<file path="src/rtl/qla_pkg.sv">
// Shared grid geometry, action encodings and episode FSM states for the QLA agent side.
// Purely declarative; no logic.
package qla_pkg;
  localparam int GRID_W     = 5;
  localparam int NUM_STATES = 25;
  localparam int STATE_W    = 5;
  localparam int Q_W        = 32;
  localparam int ACT_W      = 2;

  typedef enum logic [ACT_W-1:0] {
    ACT_DOWN  = 2'd0,
    ACT_RIGHT = 2'd1,
    ACT_UP    = 2'd2,
    ACT_LEFT  = 2'd3
  } act_e;

  typedef enum logic [2:0] {
    ST_IDLE,
    ST_FETCH,
    ST_SELECT,
    ST_MOVE,
    ST_WAIT,
    ST_ADVANCE,
    ST_DONE
  } fsm_e;
endpackage

</file>
<file path="src/rtl/qla_grid_step.sv">
// Combinational 5x5 grid transition: (state, act) -> next state; off-grid moves stay put.
// Zero latency, no flow control.
module qla_grid_step
  import qla_pkg::*;
(
  input  logic [STATE_W-1:0] state,
  input  logic [ACT_W-1:0]   act,
  output logic [STATE_W-1:0] next_state
);
  logic [STATE_W-1:0] idx;
  logic [2:0]         row;
  logic [2:0]         col;

  always_comb begin
    idx        = state - 5'd1;
    row        = 3'(idx / 5'(GRID_W));
    col        = 3'(idx % 5'(GRID_W));
    next_state = state;
    case (act)
      ACT_DOWN:  if (row != 3'(GRID_W - 1)) next_state = state + 5'(GRID_W);
      ACT_RIGHT: if (col != 3'(GRID_W - 1)) next_state = state + 5'd1;
      ACT_UP:    if (row != 3'd0)           next_state = state - 5'(GRID_W);
      default:   if (col != 3'd0)           next_state = state - 5'd1;
    endcase
  end
endmodule

</file>
<file path="src/rtl/qla_episode_controller.sv">
// Autonomous epsilon-greedy episode sequencer driving the QLA core; FETCH waits on q_valid, decoder_en 2 cycles later.
// Optional QLA_EPSILON_DECAY_EN builds a per-episode decaying epsilon register.
module qla_episode_controller
  import qla_pkg::*;
#(
  parameter logic [STATE_W-1:0] START_STATE  = 5'd1,
  parameter logic [STATE_W-1:0] GOAL_STATE   = 5'd25,
  parameter logic [3:0]         MAX_STEP     = 4'd15,
  parameter logic [7:0]         EPSILON      = 8'd26,
  parameter logic [15:0]        NUM_EPISODES = 16'd100,
  parameter int                 UPDATE_LAT   = 2,
  parameter logic [15:0]        LFSR_SEED    = 16'hACE1
) (
  input  logic                  clk,
  input  logic                  rst,
  input  logic                  start,
  input  logic                  q_valid,
  input  logic signed [Q_W-1:0] q_in_0,
  input  logic signed [Q_W-1:0] q_in_1,
  input  logic signed [Q_W-1:0] q_in_2,
  input  logic signed [Q_W-1:0] q_in_3,
  output logic [STATE_W-1:0]    current_state,
  output logic [STATE_W-1:0]    next_state,
  output logic [ACT_W-1:0]      act,
  output logic [3:0]            step,
  output logic                  decoder_en,
  output logic                  episode_done,
  output logic [15:0]           episode_count,
  output logic                  busy
);
  fsm_e                  state;
  logic [15:0]           lfsr;
  logic signed [Q_W-1:0] q_r [4];
  logic signed [Q_W-1:0] best;
  logic [7:0]            wait_cnt;
  logic [7:0]            eps;
  logic                  explore;
  logic [ACT_W-1:0]      greedy_act;
  logic [ACT_W-1:0]      sel_act;
  logic [STATE_W-1:0]    move_state;
  logic                  ep_end;
  logic [15:0]           count_inc;
  logic [15:0]           count_next;

`ifdef QLA_EPSILON_DECAY_EN
  logic [7:0] eps_q;
  assign eps = eps_q;
`else
  assign eps = EPSILON;
`endif

  assign busy = (state != ST_IDLE) && (state != ST_DONE);

  // Strict '>' keeps the lowest index on ties.
  always_comb begin
    greedy_act = 2'd0;
    best       = q_r[0];
    for (int i = 1; i < 4; i++) begin
      if (q_r[i] > best) begin
        best       = q_r[i];
        greedy_act = 2'(i);
      end
    end
  end

  assign explore    = lfsr[7:0] < eps;
  assign sel_act    = explore ? lfsr[9:8] : greedy_act;
  assign ep_end     = (next_state == GOAL_STATE) || (step == MAX_STEP);
  assign count_inc  = (episode_count == 16'hFFFF) ? episode_count : episode_count + 16'd1;
  assign count_next = ep_end ? count_inc : episode_count;

  qla_grid_step u_grid_step (
    .state      (current_state),
    .act        (sel_act),
    .next_state (move_state)
  );

  always_ff @(posedge clk or negedge rst) begin
    if (!rst) begin
      lfsr <= LFSR_SEED;
    end else if (busy) begin
      lfsr <= {lfsr[14:0], lfsr[15] ^ lfsr[13] ^ lfsr[12] ^ lfsr[10]};
    end
  end

  always_ff @(posedge clk or negedge rst) begin
    if (!rst) begin
      state         <= ST_IDLE;
      current_state <= START_STATE;
      next_state    <= START_STATE;
      act           <= '0;
      step          <= '0;
      decoder_en    <= 1'b0;
      episode_done  <= 1'b0;
      episode_count <= '0;
      wait_cnt      <= '0;
      q_r           <= '{default: '0};
`ifdef QLA_EPSILON_DECAY_EN
      eps_q         <= EPSILON;
`endif
    end else begin
      decoder_en   <= 1'b0;
      episode_done <= 1'b0;
      case (state)
        ST_IDLE: if (start) state <= ST_FETCH;
        ST_FETCH: begin
          if (q_valid) begin
            q_r[0] <= q_in_0;
            q_r[1] <= q_in_1;
            q_r[2] <= q_in_2;
            q_r[3] <= q_in_3;
            state  <= ST_SELECT;
          end
        end
        // Move results are registered here so they are stable for the whole decoder_en cycle.
        ST_SELECT: begin
          act        <= sel_act;
          next_state <= move_state;
          step       <= step + 4'd1;
          decoder_en <= 1'b1;
          wait_cnt   <= '0;
          state      <= ST_MOVE;
        end
        ST_MOVE: state <= ST_WAIT;
        ST_WAIT: begin
          if (wait_cnt == 8'(UPDATE_LAT - 1)) state <= ST_ADVANCE;
          else wait_cnt <= wait_cnt + 8'd1;
        end
        ST_ADVANCE: begin
          if (ep_end) begin
            episode_done  <= 1'b1;
            episode_count <= count_inc;
            current_state <= START_STATE;
            step          <= '0;
`ifdef QLA_EPSILON_DECAY_EN
            if (eps_q != 8'd0) eps_q <= eps_q - 8'd1;
`endif
          end else begin
            current_state <= next_state;
          end
          state <= (count_next == NUM_EPISODES) ? ST_DONE : ST_FETCH;
        end
        ST_DONE: begin
          if (start) begin
            episode_count <= '0;
            step          <= '0;
`ifdef QLA_EPSILON_DECAY_EN
            eps_q         <= EPSILON;
`endif
            state         <= ST_FETCH;
          end
        end
        default: state <= ST_IDLE;
      endcase
    end
  end
endmodule

</file>
<file path="config.mk">
export PLATFORM = sky130hd
export DESIGN_NAME = qla_episode_controller
export DESIGN_NICKNAME = d
export VERILOG_FILES = /design/src/rtl/qla_pkg.sv /design/src/rtl/qla_grid_step.sv /design/src/rtl/qla_episode_controller.sv
export SDC_FILE = /design/constraint.sdc
export NUM_CORES = 1
export LEC_CHECK = 0
export ABC_AREA = 1
export BUFFER_PORTS_ARGS = -buffer_cell sky130_fd_sc_hd__buf_2
export CORE_UTILIZATION = 50
export DETAILED_ROUTE_END_ITERATION = 7
export HOLD_SLACK_MARGIN = 0.15
export PLACE_DENSITY = 0.71
export SLEW_MARGIN = 25
export SYNTH_ARGS = -nofsm -noshare
export SYNTH_HDL_FRONTEND = slang
export SYNTH_HIERARCHICAL = 1
export SYNTH_SLANG_ARGS = --single-unit
</file>
<file path="constraint.sdc">
create_clock -name clk -period 6.6 [get_ports clk]
set_input_delay 0.66 -clock clk [delete_from_list [all_inputs] [get_ports clk]]
set_output_delay 0.66 -clock clk [all_outputs]
set_load 0.03 [all_outputs]
</file>
==> results of run 1 <==
[cell type report]
cell class | count | area, um2 | area share [%]
multi-input cells | 1083 | 6686 | 47.20
inverters | 193 | 733.2 | 5.176
clock buffers | 18 | 429.2 | 3.030
well taps | 319 | 399.1 | 2.818
diodes | 1 | 2.502 | 0.01767
repair buffers | 180 | 1035 | 7.305
flip-flops and latches | 189 | 4742 | 33.48
clock inverters | 14 | 137.6 | 0.9716
[worst max-delay path, delay by kind of cell, from the launching register on]
family,cells,cell delay (ns)
flops,1,0.41
fa+ha+maj,3,0.95
simple gates,24,2.58
compound gates,10,1.61
buf+inv,4,0.51
[per-stage QoR]
step / hold slack (ns) / std cells / setup slack (ns) / cell area, um2 / util (%)
after global placement: 0.4597 / 1961 / 0.2824 / 13420 / 56.49
after global routing: 0.3966 / 1996 / 0.03619 / 14160 / 59.62
after CTS: 0.3744 / 1994 / 0.1548 / 14010 / 59.00
final: 0.3125 / 1997 / 0.5049 / 14160 / 59.63
after floorplan: 0.3644 / 1505 / 1.049 / 12260 / -
after detailed placement: 0.4596 / 1962 / 0.1882 / 13450 / 56.61
[cells in the mapped netlist, types with 3 or more instances]
| master | instances | area (um2) |
|---|---|---|
| xnor2_1 | 4 | 35.03 |
| buf_4 | 4 | 30.03 |
| o21bai_1 | 7 | 52.55 |
| nand3_4 | 3 | 52.55 |
| nand3_1 | 63 | 315.3 |
| o22ai_1 | 12 | 75.07 |
| o21a_1 | 6 | 45.04 |
| clkinv_1 | 5 | 18.77 |
| dfstp_2 | 10 | 262.8 |
| o21ai_2 | 3 | 26.28 |
| buf_2 | 13 | 65.06 |
| dfrtp_1 | 179 | 4479 |
| nand3_2 | 7 | 70.07 |
| nand2_1 | 383 | 1438 |
| nand2_2 | 12 | 75.07 |
| nor2_4 | 4 | 45.04 |
| nand4_1 | 18 | 112.6 |
| nor2_2 | 9 | 56.30 |
| mux2_2 | 86 | 968.4 |
| nor2_1 | 137 | 514.2 |
| clkbuf_1 | 19 | 71.32 |
| o21ai_0 | 47 | 235.2 |
| inv_1 | 175 | 656.9 |
| nand2_4 | 3 | 33.78 |
| inv_2 | 11 | 41.29 |
| xor2_1 | 8 | 70.07 |
| ha_1 | 105 | 1314 |
| mux2i_1 | 24 | 240.2 |
| a21oi_1 | 102 | 510.5 |
| nor3_1 | 8 | 40.04 |
| o21ai_1 | 4 | 20.02 |
| o211ai_1 | 4 | 30.03 |
[what timing repair did]
item,in CTS,in global routing
endpoints found under the setup margin,0,5
gates resized for setup,0,36
setup buffers,0,1
hold buffers,0,0
[final timing paths]
| check | from | end | slack (ns) |
|---|---|---|---|
| setup reg to reg | q_r[85]$_DFFE_PN0P_ | next_state[2]$_DFFE_PN0P_ | 0.50 |
| max in group asynchronous | rst | q_r[97]$_DFFE_PN0P_ | 4.95 |
| hold reg to reg | lfsr[6]$_DFFE_PN1P_ | lfsr[6]$_DFFE_PN1P_ | 0.47 |
| hold / removal | rst | next_state[3]$_DFFE_PN0P_ | 0.31 |
| min in group clk | q_in_2[7] | q_r[39]$_DFFE_PN0P_ | 0.45 |
| setup / recovery | q_r[85]$_DFFE_PN0P_ | next_state[2]$_DFFE_PN0P_ | 0.50 |
[flip-flops by register name (all words and copies together), names as in the netlist]
signal / count
episode_count: 16
step: 4
q_r: 128
act: 2
episode_done: 1
wait_cnt: 8
state: 3
current_state: 5
decoder_en: 1
lfsr: 16
next_state: 5
[layout by cell type (no fill, tap or decap), types with 5 or more instances in the layout]
cell	n
nor2_2	16
nand3_4	5
dfrtp_1	179
nor3_1	8
o21ai_1	11
a21oi_1	101
ha_1	103
inv_2	11
nand2_2	13
clkbuf_16	18
inv_1	175
dfstp_2	10
nand2_1	382
xor2_1	8
o21a_1	6
o21bai_1	7
nand3_2	7
buf_4	7
o22ai_1	12
nand3_1	61
mux2i_1	24
buf_2	165
mux2_2	86
nor2_4	5
nor2_1	129
nand4_1	18
o21ai_0	39
[layer usage]
layer	track usage, %	routed length (um)	up-vias
li1	-	-	5235
met1	32.57	13760	4931
met2	41.23	14100	227
met3	3.865	1189	22
met4	4.991	228	0
met5	0	0	-
[cell families (layout without fill, tap and decap cells)]
group | Yosys count | after routing | synth area share [%]
fa+ha+maj | 105 | 105 | 10.72
mux | 110 | 110 | 9.861
simple gates | 657 | 657 | 23.12
other cells | 0 | 1 | 0
compound gates | 199 | 199 | 9.198
buf+inv | 233 | 405 | 7.554
flops | 189 | 189 | 38.69
xor+xnor | 12 | 12 | 0.8575
==> metrics.yaml, run 1 <==
drt:
  firstDrtPassIters: 5
  drtAntennaViolNets: 0
  detail_route.iter0.violations: 670
  drc: 0
  wl_per_cell_um: 14.66
  vias_per_cell: 5.215
  drt_wl_total_um: 29280
  vias: 10420
floorplanning:
  coreArea_mm2: 0.02375
  die-area_mm2: 0.02514
  die_y_um: 158.6
  io_pins: 167
  die_x_um: 158.6
  rows: 56
  start_util_pct: 51.60
place:
  gp_congestion: 0.9174
  dp_hpwl_um: 21980
  portBuffers: 166
synthesis:
  seq_area_frac_synth_pct: 38.69
  synth_edf_count: 0
  synth_ff_type: "dfrtp_1"
  yosysWarnings: 6
  synth_nets: 1742
  synth_cell_type_count: 54
  post_synth.cell_area_avg_um2: 8.144
  async_reset_ff_share_pct: 100.0
  ys_ff_latch: 189
  syn_inst: 1505
  synth.cell_area_mm2: 0.01226
worst_setup_path:
  cpPeakStageDelay_ns: 0.41
  end_kind: "flop"
  worst_ep_required_time_ns: 6.97
  crit_fanout: 26
  cp_data_arrival_time_ns: 6.47
  startpoint_type: "flop"
  path_class: "reg2reg"
  r2r_cells: 41
  slowest_stage: "dfrtp_1"
  crit_top_cell: "nand2_1"
global_routing:
  gr-total-overflow: 0
  grt_antenna_before_repair: 0
  grt_max_degree: 107
  grt_pass1_wl_um: 48000
  grt_pass1_vias: 10010
  grtUsageTotal_pct: 24.27
status:
  status: "complete, no violations"
final_layout:
  final_layout_size_suffix_gt1_share_pct: 23.02
  num-fill-cells: 2169
  final_nets: 1901
  area_growth_pct: 15.57
sta:
  fmax_mhz: 164.1
  setup_viol: 0
  fin_crit_sh_pct: 92.35
  final.min_clock_period_ns: 6.095
  slew_headroom_pct: 27.29
  fin_tns_setup_ns: 0
  finalHoldViolCount: 0
  rsz0062_at_grt: "no"
  worst_pin_slew_ns: 1.063
  slew_violations: 0
  clock_skew_ns: 0.01140
clock_network:
  cts_buffer_depth: 2
  cts_tree: "built"
  cts-root-buf: "clkbuf_16"
  htree_levels: 4
  cts_buffers: 17
  clk_latency_ns: 0.44
  path_clk_slew_ns: 0.07
  cts_sinks: 189
hold_path:
  min_path_type: "in2async"
run:
  maxCapViolations: 0
Power of run 1 is left out: the tool's default activity adds up to more than one toggle a clock period on the data nets, which glitch-free logic cannot reach.
==> run 2, diff against run 1 <==
--- a/config.mk
+++ b/config.mk
@@ -9,6 +9,7 @@
 export BUFFER_PORTS_ARGS = -buffer_cell sky130_fd_sc_hd__buf_2
 export CORE_UTILIZATION = 50
 export DETAILED_ROUTE_END_ITERATION = 7
+export GPL_TIMING_DRIVEN = 0
 export HOLD_SLACK_MARGIN = 0.15
 export PLACE_DENSITY = 0.71
 export SLEW_MARGIN = 25
==> constraint.sdc (replaced) <==
create_clock -name clk -period 6.6 [get_ports clk]
set_input_delay 1.65 -clock clk [delete_from_list [all_inputs] [get_ports clk]]
set_output_delay 1.65 -clock clk [all_outputs]
set_load 0.03 [all_outputs]
==> metrics.yaml, run 2 (synthesized netlist as in run 1, its figures left out) <==
floorplanning:
  start_util_pct: 51.60
  die_y_um: 158.6
  rows: 56
  coreArea_mm2: 0.02375
  die-area_mm2: 0.02514
  die_x_um: 158.6
  io_pins: 167
worst_setup_path:
  startpoint_type: "flop"
  cp_data_arrival_time_ns: 6.58
  cpPeakStageDelay_ns: 0.40
  worst_ep_required_time_ns: 6.95
  slowest_stage: "dfrtp_1"
  crit_top_cell: "nand2_1"
  crit_fanout: 10
  end_kind: "flop"
  path_class: "reg2reg"
  r2r_cells: 42
drt:
  drtAntennaViolNets: 0
  drt_wl_total_um: 30920
  route.met3.wl_um: 1182
  wl_per_cell_um: 15.20
  top_layer: "met4"
  vias_per_cell: 5.183
  detail_route.iter0.violations: 756
  drt-met1-wl_um: 14200
  vias: 10540
  met2WireLength_um: 15050
  firstDrtPassIters: 7
  drc: 0
clock_network:
  cts_tree: "built"
  cts_buffers: 17
  postCtsHoldBufs: 0
  path_clk_slew_ns: 0.07
  cts_sinks: 189
  cts_buffer_depth: 2
  cts-root-buf: "clkbuf_16"
  htree_levels: 4
  clk_latency_ns: 0.44
sta:
  final.min_clock_period_ns: 6.230
  slew_headroom_pct: 37.43
  worst_pin_slew_ns: 0.9149
  fin_tns_setup_ns: 0
  setup_viol: 0
  finalHoldViolCount: 0
  clock_skew_ns: 0.01293
  slew_violations: 0
  fmax_mhz: 160.5
  fin_crit_sh_pct: 94.39
  holdWs_ns: 0.4717
  fin_ws_ns: 0.3701
global_routing:
  grt_antenna_before_repair: 3
  grt_pass1_wl_um: 49900
  grt_max_degree: 80
  grt_pass1_vias: 10130
  grtUsageTotal_pct: 25.51
  gr-total-overflow: 0
final_layout:
  largest_register: "q_r"
  final_common_cell: "nand2_1"
  final_cell_mix: "nand2_1 (380), dfrtp_1 (179), inv_1 (175), buf_2 (175), nor2_1 (122)"
  area_growth_pct: 17.96
  final_nets: 1936
  final_layout_size_suffix_gt1_share_pct: 24.53
  num-fill-cells: 2104
  largest_reg_flops: 128
  post-route-util_pct: 60.87
  top_regs: "q_r x128, episode_count x16, lfsr x16"
place:
  gp_congestion: 0.9326
  dp_hpwl_um: 23520
  pre_cts_ws_ns: -0.4624
  portBuffers: 166
status:
  status: "complete, no violations"
hold_path:
  worstHoldPathCells: 2
  min_path_type: "reg2reg"
run:
  maxCapViolations: 0
[run 2: layout make-up]
type / instances / area (um2) / share of cell area, %
plain buffers: 40 / 249.0 / 1.722
inverters: 193 / 732.0 / 5.063
well taps: 319 / 399.1 / 2.761
diodes: 3 / 7.507 / 0.05193
flip-flops and latches: 189 / 4742 / 32.80
repair buffers: 175 / 949.7 / 6.569
clock inverters: 13 / 180.2 / 1.246
multi-input cells: 1083 / 6755 / 46.72
clock buffers: 19 / 442.9 / 3.064
[run 2: metal layers]
metal / vias up / GRT usage (%)
met2: 239 / 43.63
met5: - / 0
met4: 0 / 6.822
li1: 5292 / -
met3: 32 / 3.157
met1: 4980 / 34.00
[run 2: worst paths after layout]
path	to	slack (ns)	startpoint
max	next_state[1]$_DFFE_PN0P_	0.37	q_r[75]$_DFFE_PN0P_
max in group asynchronous	lfsr[6]$_DFFE_PN1P_	4.40	rst
max reg2reg	next_state[1]$_DFFE_PN0P_	0.37	q_r[75]$_DFFE_PN0P_
min in group asynchronous	decoder_en$_DFF_PN0_	1.13	rst
min reg2reg	lfsr[7]$_DFFE_PN1P_	0.47	lfsr[7]$_DFFE_PN1P_
min	lfsr[7]$_DFFE_PN1P_	0.47	lfsr[7]$_DFFE_PN1P_
[run 2: through the flow]
step	instance area [um2]	std cells
6_report	14460	2034
5_1_grt	14460	2033
4_1_cts	14200	2025
3_5_place_dp	13550	1992
3_3_place_gp	13490	1990
2_1_floorplan	12260	1505
[run 2: repair_timing]
action,CTS,global route
setup buffers,1,4
setup endpoints to repair,5,5
gates cloned,0,2
pin swaps,1,4
resized for setup,11,66
[run 2: critical path: cells and delay by family (launching register included)]
kind	cells	cell delay [ns]
simple gates	21	2.23
compound gates	11	1.56
fa+ha+maj	3	0.89
buf+inv	6	0.79
flops	1	0.40
mux	1	0.25
Power of run 2 is left out for the same reason.
